===== src/rtl/uart_arb_pkg.sv =====
// uart_arb_pkg: states and constants shared by uart_tx_arbiter; UART_ARB_HEADER_EN adds the HEADER state
package uart_arb_pkg;
  localparam int BYTE_W = 8;
  localparam logic [7:0] HDR_BASE = 8'hA0;
`ifdef UART_ARB_HEADER_EN
  typedef enum logic [2:0] {IDLE, GRANT, START, WAIT, NEXT, HEADER} state_t;
`else
  typedef enum logic [2:0] {IDLE, GRANT, START, WAIT, NEXT} state_t;
`endif
endpackage


===== src/rtl/uart_tx_arbiter_if.sv =====
// uart_tx_arbiter_if: requester bus plus transmitter handshake of uart_tx_arbiter
interface uart_tx_arbiter_if #(parameter int NREQ = 2, parameter int WORD_W = 32);
  logic [NREQ-1:0] req;
  logic [NREQ*WORD_W-1:0] req_data;
  logic [NREQ-1:0] done;
  logic [7:0] tx_data;
  logic tx_start;
  logic tx_done;
  logic busy;
  modport master (output req, req_data, tx_done, input done, tx_data, tx_start, busy);
  modport slave (input req, req_data, tx_done, output done, tx_data, tx_start, busy);
endinterface


===== src/rtl/rr_arbiter.sv =====
// rr_arbiter: round-robin pick of the first requester after the last granted index
module rr_arbiter #(parameter int NREQ = 2) (
  input  logic [NREQ-1:0]         i_req,
  input  logic [$clog2(NREQ)-1:0] i_last,
  output logic [NREQ-1:0]         o_grant,
  output logic [$clog2(NREQ)-1:0] o_idx
);
  // scan farthest to nearest so the nearest requester after i_last overwrites the rest
  always_comb begin
    o_grant = '0;
    o_idx = '0;
    for (int k = NREQ; k >= 1; k--) begin
      if (i_req[(int'(i_last) + k) % NREQ]) begin
        o_grant = '0;
        o_grant[(int'(i_last) + k) % NREQ] = 1'b1;
        o_idx = ($clog2(NREQ))'((int'(i_last) + k) % NREQ);
      end
    end
  end
endmodule


===== src/rtl/uart_tx_arbiter.sv =====
// uart_tx_arbiter: round-robin arbiter serializing request words MSB-first into a UART transmitter
// Define UART_ARB_HEADER_EN to prefix each word with the byte HDR_BASE | grant index.
module uart_tx_arbiter
  import uart_arb_pkg::*;
#(parameter int NREQ = 2, parameter int WORD_W = 32) (
  input logic clk,
  input logic reset,
  uart_tx_arbiter_if.slave bus
);
  localparam int IDX_W = $clog2(NREQ);
  localparam int NBYTES = WORD_W / BYTE_W;
  localparam int CNT_W = (NBYTES > 1) ? $clog2(NBYTES) : 1;
  state_t r_state, w_next;
  logic [WORD_W-1:0] r_word;
  logic [CNT_W-1:0] r_cnt;
  logic [NREQ-1:0] r_grant, w_grant;
  logic [IDX_W-1:0] r_idx, r_ptr, w_idx;
  logic w_hdr, w_last;
  rr_arbiter #(.NREQ(NREQ)) u_rr (.i_req(bus.req), .i_last(r_ptr), .o_grant(w_grant), .o_idx(w_idx));
`ifdef UART_ARB_HEADER_EN
  logic r_hdr;
  assign w_hdr = r_hdr;
  // header flag: raised on grant, dropped once the header byte is acknowledged
  always_ff @(posedge clk or negedge reset)
    if (!reset) r_hdr <= 1'b0;
    else if (r_state == GRANT) r_hdr <= |bus.req;
    else if (r_state == NEXT) r_hdr <= 1'b0;
`else
  assign w_hdr = 1'b0;
`endif
  assign w_last = (r_cnt == '0) && !w_hdr;
  assign bus.busy = r_state != IDLE;
  assign bus.tx_data = w_hdr ? (HDR_BASE | 8'(r_idx)) : r_word[WORD_W-1 -: BYTE_W];
  // state register
  always_ff @(posedge clk or negedge reset)
    if (!reset) r_state <= IDLE;
    else r_state <= w_next;
  // next state, tx_start and done pulses
  always_comb begin
    w_next = r_state;
    bus.tx_start = 1'b0;
    bus.done = '0;
    case (r_state)
      IDLE: w_next = |bus.req ? GRANT : IDLE;
`ifdef UART_ARB_HEADER_EN
      GRANT: w_next = |bus.req ? HEADER : IDLE;
      HEADER: begin
        bus.tx_start = 1'b1;
        w_next = WAIT;
      end
`else
      GRANT: w_next = |bus.req ? START : IDLE;
`endif
      START: begin
        bus.tx_start = 1'b1;
        w_next = WAIT;
      end
      WAIT: w_next = bus.tx_done ? NEXT : WAIT;
      NEXT: begin
        w_next = w_last ? IDLE : START;
        bus.done = w_last ? r_grant : '0;
      end
      default: w_next = IDLE;
    endcase
  end
  // word latch on grant, byte shift per acknowledged byte, pointer update on completion
  always_ff @(posedge clk or negedge reset)
    if (!reset) begin
      r_word <= '0;
      r_cnt <= '0;
      r_grant <= '0;
      r_idx <= '0;
      r_ptr <= IDX_W'(NREQ - 1);
    end else if (r_state == GRANT) begin
      r_word <= bus.req_data[w_idx*WORD_W +: WORD_W];
      r_cnt <= CNT_W'(NBYTES - 1);
      r_grant <= w_grant;
      r_idx <= w_idx;
    end else if (r_state == NEXT && !w_hdr) begin
      if (w_last) r_ptr <= r_idx;
      else begin
        r_cnt <= r_cnt - 1'b1;
        r_word <= r_word << BYTE_W;
      end
    end
endmodule

===== src/flat_wrapper.sv =====
// flat-port wrapper written by rule: the top's interface ports become plain ports
module uart_tx_arbiter_flat import uart_arb_pkg::*;
#(parameter int NREQ = 2, parameter int WORD_W = 32)
  (clk, reset, bus_req, bus_req_data, bus_tx_done, bus_done, bus_tx_data, bus_tx_start, bus_busy);
  uart_tx_arbiter_if #(.NREQ(NREQ), .WORD_W(WORD_W)) bus_i ();
  input logic clk;
  input logic reset;
  input wire logic [$bits(bus_i.req)-1:0] bus_req;
  input wire logic [$bits(bus_i.req_data)-1:0] bus_req_data;
  input wire logic [$bits(bus_i.tx_done)-1:0] bus_tx_done;
  output wire logic [$bits(bus_i.done)-1:0] bus_done;
  output wire logic [$bits(bus_i.tx_data)-1:0] bus_tx_data;
  output wire logic [$bits(bus_i.tx_start)-1:0] bus_tx_start;
  output wire logic [$bits(bus_i.busy)-1:0] bus_busy;
  assign bus_i.req = bus_req;
  assign bus_i.req_data = bus_req_data;
  assign bus_i.tx_done = bus_tx_done;
  assign bus_done = bus_i.done;
  assign bus_tx_data = bus_i.tx_data;
  assign bus_tx_start = bus_i.tx_start;
  assign bus_busy = bus_i.busy;
  uart_tx_arbiter #(.NREQ(NREQ), .WORD_W(WORD_W)) u_core (.clk(clk), .reset(reset), .bus(bus_i));
endmodule

===== config.mk =====
export PLATFORM = sky130hd
export DESIGN_NAME = uart_tx_arbiter_flat
export DESIGN_NICKNAME = d
export VERILOG_FILES = /design/src/rtl/uart_arb_pkg.sv /design/src/rtl/uart_tx_arbiter_if.sv /design/src/rtl/rr_arbiter.sv /design/src/rtl/uart_tx_arbiter.sv /design/src/flat_wrapper.sv
export SDC_FILE = /design/constraint.sdc
export NUM_CORES = 1
export LEC_CHECK = 0
export ABC_AREA = 1
export BUFFER_PORTS_ARGS = -buffer_cell sky130_fd_sc_hd__buf_4
export CAP_MARGIN = 10
export CORE_UTILIZATION = 45
export CTS_CLUSTER_SIZE = 30
export DETAILED_ROUTE_END_ITERATION = 8
export GPL_ROUTABILITY_DRIVEN = 0
export GPL_TIMING_DRIVEN = 0
export PLACE_DENSITY = 0.72
export SETUP_SLACK_MARGIN = 0.15
export SLEW_MARGIN = 10
export SYNTH_ARGS = -nofsm -noshare
export SYNTH_HDL_FRONTEND = slang
export SYNTH_SLANG_ARGS = --single-unit

===== constraint.sdc =====
create_clock -name clk -period 1.9 [get_ports clk]
set_clock_uncertainty 0.05 [all_clocks]
set_input_delay 0.19 -clock clk [delete_from_list [all_inputs] [get_ports clk]]
set_output_delay 0.19 -clock clk [all_outputs]
set_load 0.02 [all_outputs]

==> flow_summary.json <==
{
  "status": "completed",
  "rsz0062_at_grt": "yes",
  "cp.required_ns": 1.66,
  "syn-num-nets": 423,
  "switchingPower_uw": 2237,
  "fin_cells": 515,
  "synthAdderAreaFrac_pct": 0.4778,
  "synth_area_um2": 2619,
  "die_area_um2": 6129,
  "routed_wl_um": 6675,
  "h-tree-depth": 2,
  "initial_core_util_pct": 46.98,
  "tightest_slew_ns": 0.5223,
  "ys_seq_elements": 40,
  "clock_sinks": 40,
  "grtUsageTotal_pct": 23.04,
  "seq_power_share_pct": 31.1,
  "crit_fanout": 10,
  "drc": 0,
  "dp_hpwl_um": 4971,
  "synth-simple-area-share_pct": 29.00,
  "cp.arrival_ns": 1.45,
  "ant_nets": 0,
  "combPwrFrac_pct": 57.2,
  "drt_first_iter_violations": 135,
  "clk_latency_ns": 0.29,
  "syn_to_final_growth_pct": 30.91,
  "dieWidth_um": 78.29,
  "startpoint_type": "flip-flop",
  "post-route-period-util_pct": 88.92,
  "powerDensity_nw_per_um2": 1477,
  "place_inst": 505,
  "vias_per_cell": 4.817,
  "critPathKind": "flip-flop to output pin",
  "setup_tns_ns": 0,
  "leakage_uw": 0.001839,
  "hold_violations": 0,
  "max_slew_margin_pct": 65.18,
  "rows": 27,
  "cts_tree": "done",
  "cp-end-kind": "output pin",
  "setup_violations": 0,
  "layout_commonest_cell": "buf_4",
  "clockPowerShare_pct": 11.7,
  "numPortBuffers": 80,
  "yosysSeqAreaShare_pct": 38.27,
  "synth_cell_type_count": 29,
  "min_period_ns": 1.689,
  "drt-wirelength-per-cell_um": 12.96,
  "p_int_uw": 2827,
  "ir_drop_v": 0.0007038,
  "core_um2": 5574,
  "hp-class": "primary input to flip-flop",
  "n_antenna_cell": 0,
  "syn_inst": 353,
  "cts_buffers": 5,
  "layout-drive-gt1-share_pct": 37.92,
  "clkTransAtPathRegs_ns": 0.08,
  "yosys.area_share.xor_xnor_pct": 0,
  "antenna_found_initial": 0,
  "synth_top_family_by_area": "simple AND/OR/NAND/NOR gates",
  "clock-root-buffer": "clkbuf_8",
  "grt_pass1_vias": 2416,
  "grt_pass1_wl_um": 11050,
  "overflow": 0,
  "synth_mux_area_share_pct": 0,
  "ioPinCount": 81,
  "worst_hold_slack_ns": 0.1006,
  "cts_buffer_depth": 2,
  "drv_cap": 0,
  "synth_compound_area_share_pct": 14.95,
  "grt_max_degree": 41,
  "num-nets-final": 512,
  "fmax_mhz": 591.9,
  "drtPass1Iterations": 4,
  "maxSlewViolCount": 0,
  "avgSynthCellArea_um2": 7.419,
  "switching_share_pct": 44.17,
  "num_vias": 2481,
  "dieHeight_um": 78.29,
  "final_cell_mix": "buf_4 (94), nand2_1 (65), inv_1 (63)",
  "yosysWarnings": 0
}
==> metrics by stage <==
step / total power [uW] / cell area, um2 / setup WS [ns] / utilization, %
2_1_floorplan: 3701 / 2619 / 0.4570 / -
3_3_place_gp: 4370 / 3309 / 0.2569 / 59.37
3_5_place_dp: 4461 / 3309 / 0.2632 / 59.37
4_1_cts: 5060 / 3412 / 0.1551 / 61.21
5_1_grt: 5484 / 3428 / 0.1104 / 61.50
6_report: 5063 / 3428 / 0.2106 / 61.50
==> synth_stat cells (all sizes together) <==
library cell  count  area share [%]
nand2            77              12
inv              68              10
nand3            44             9.1
o21ai            40             8.6
dfrtp            39              37
nor2             28             5.3
buf              24             7.1
a21oi            18             5.7
nand4             7             1.7
nor3              2            0.38
o211ai            2            0.57
clkbuf            1            0.14
dfstp             1             1.0
ha                1            0.48
nor4              1            0.24
==> kinds of logic after synthesis <==
group / count (synthesis)
AO/OA/AOI/OAI: 60
adder cells (fa/ha/maj): 1
buffers and inverters: 93
flip-flops: 40
AND/OR/NAND/NOR: 159
==> critical path, stage by stage (launching register included) <==
cell and delay (ns):
dfrtp_1 0.41, inv_1 0.08, ha_1 0.21, inv_4 0.09, nor3_1 0.20, buf_4 0.17
==> layer usage <==
metal  share of wire [%]  vias up  GRT usage (%)
li1                    -     1282              -
met1                  44     1115          29.36
met2                  49       80          40.61
met3                 6.4        4          4.535
met4                0.60        0          4.259
met5                   0        -              0
==> timing repair <==
action,4_1_cts,5_1_grt
hold buffers,1,0
endpoints found under the hold margin,39,0
setup buffers,0,1
resized for setup,0,4
setup endpoints to repair,0,16
==> worst paths after layout <==
check	to	slack, ns	cells past startpoint	start
max	bus_done[0]	0.21	5	u_core.r_cnt[0]
min	u_core.r_word[5]	0.10	3	bus_req_data[5]
max reg2reg	u_core.r_word[22]	0.29	7	u_core.r_cnt[0]
min reg2reg	u_core.r_cnt[0]	0.45	1	u_core.r_cnt[0]
max in group asynchronous	u_core.r_word[4]	1.07	2	reset
min in group asynchronous	u_core.r_cnt[0]	0.36	2	reset
==> area by class of cell <==
cell class / count / area [um2]
Fill cell: 540 / 2146
Multi-Input combinational cell: 220 / 1169
Sequential cell: 40 / 1002
Timing Repair Buffer: 82 / 618.1
Inverter: 68 / 265.3
Buffer: 25 / 191.4
Tap cell: 72 / 90.09
Clock buffer: 6 / 82.58
Clock inverter: 2 / 10.01
==> power groups by stage <==
stage,sequential [uW],clock [uW],combinational [uW]
final,1570,592,2900
after global routing,1630,635,3220
after CTS,1570,599,2890
after detailed placement,1590,0,2880
after global placement,1570,0,2800
after floorplan,1530,0,2170
==> state kept, by name, summed over array words and instances, names as in the netlist <==
register	count
u_core.r_cnt	2
u_core.r_grant	2
u_core.r_ptr	1
u_core.r_state	3
u_core.r_word	32
Note: power is estimated with default switching activity, not from simulation.
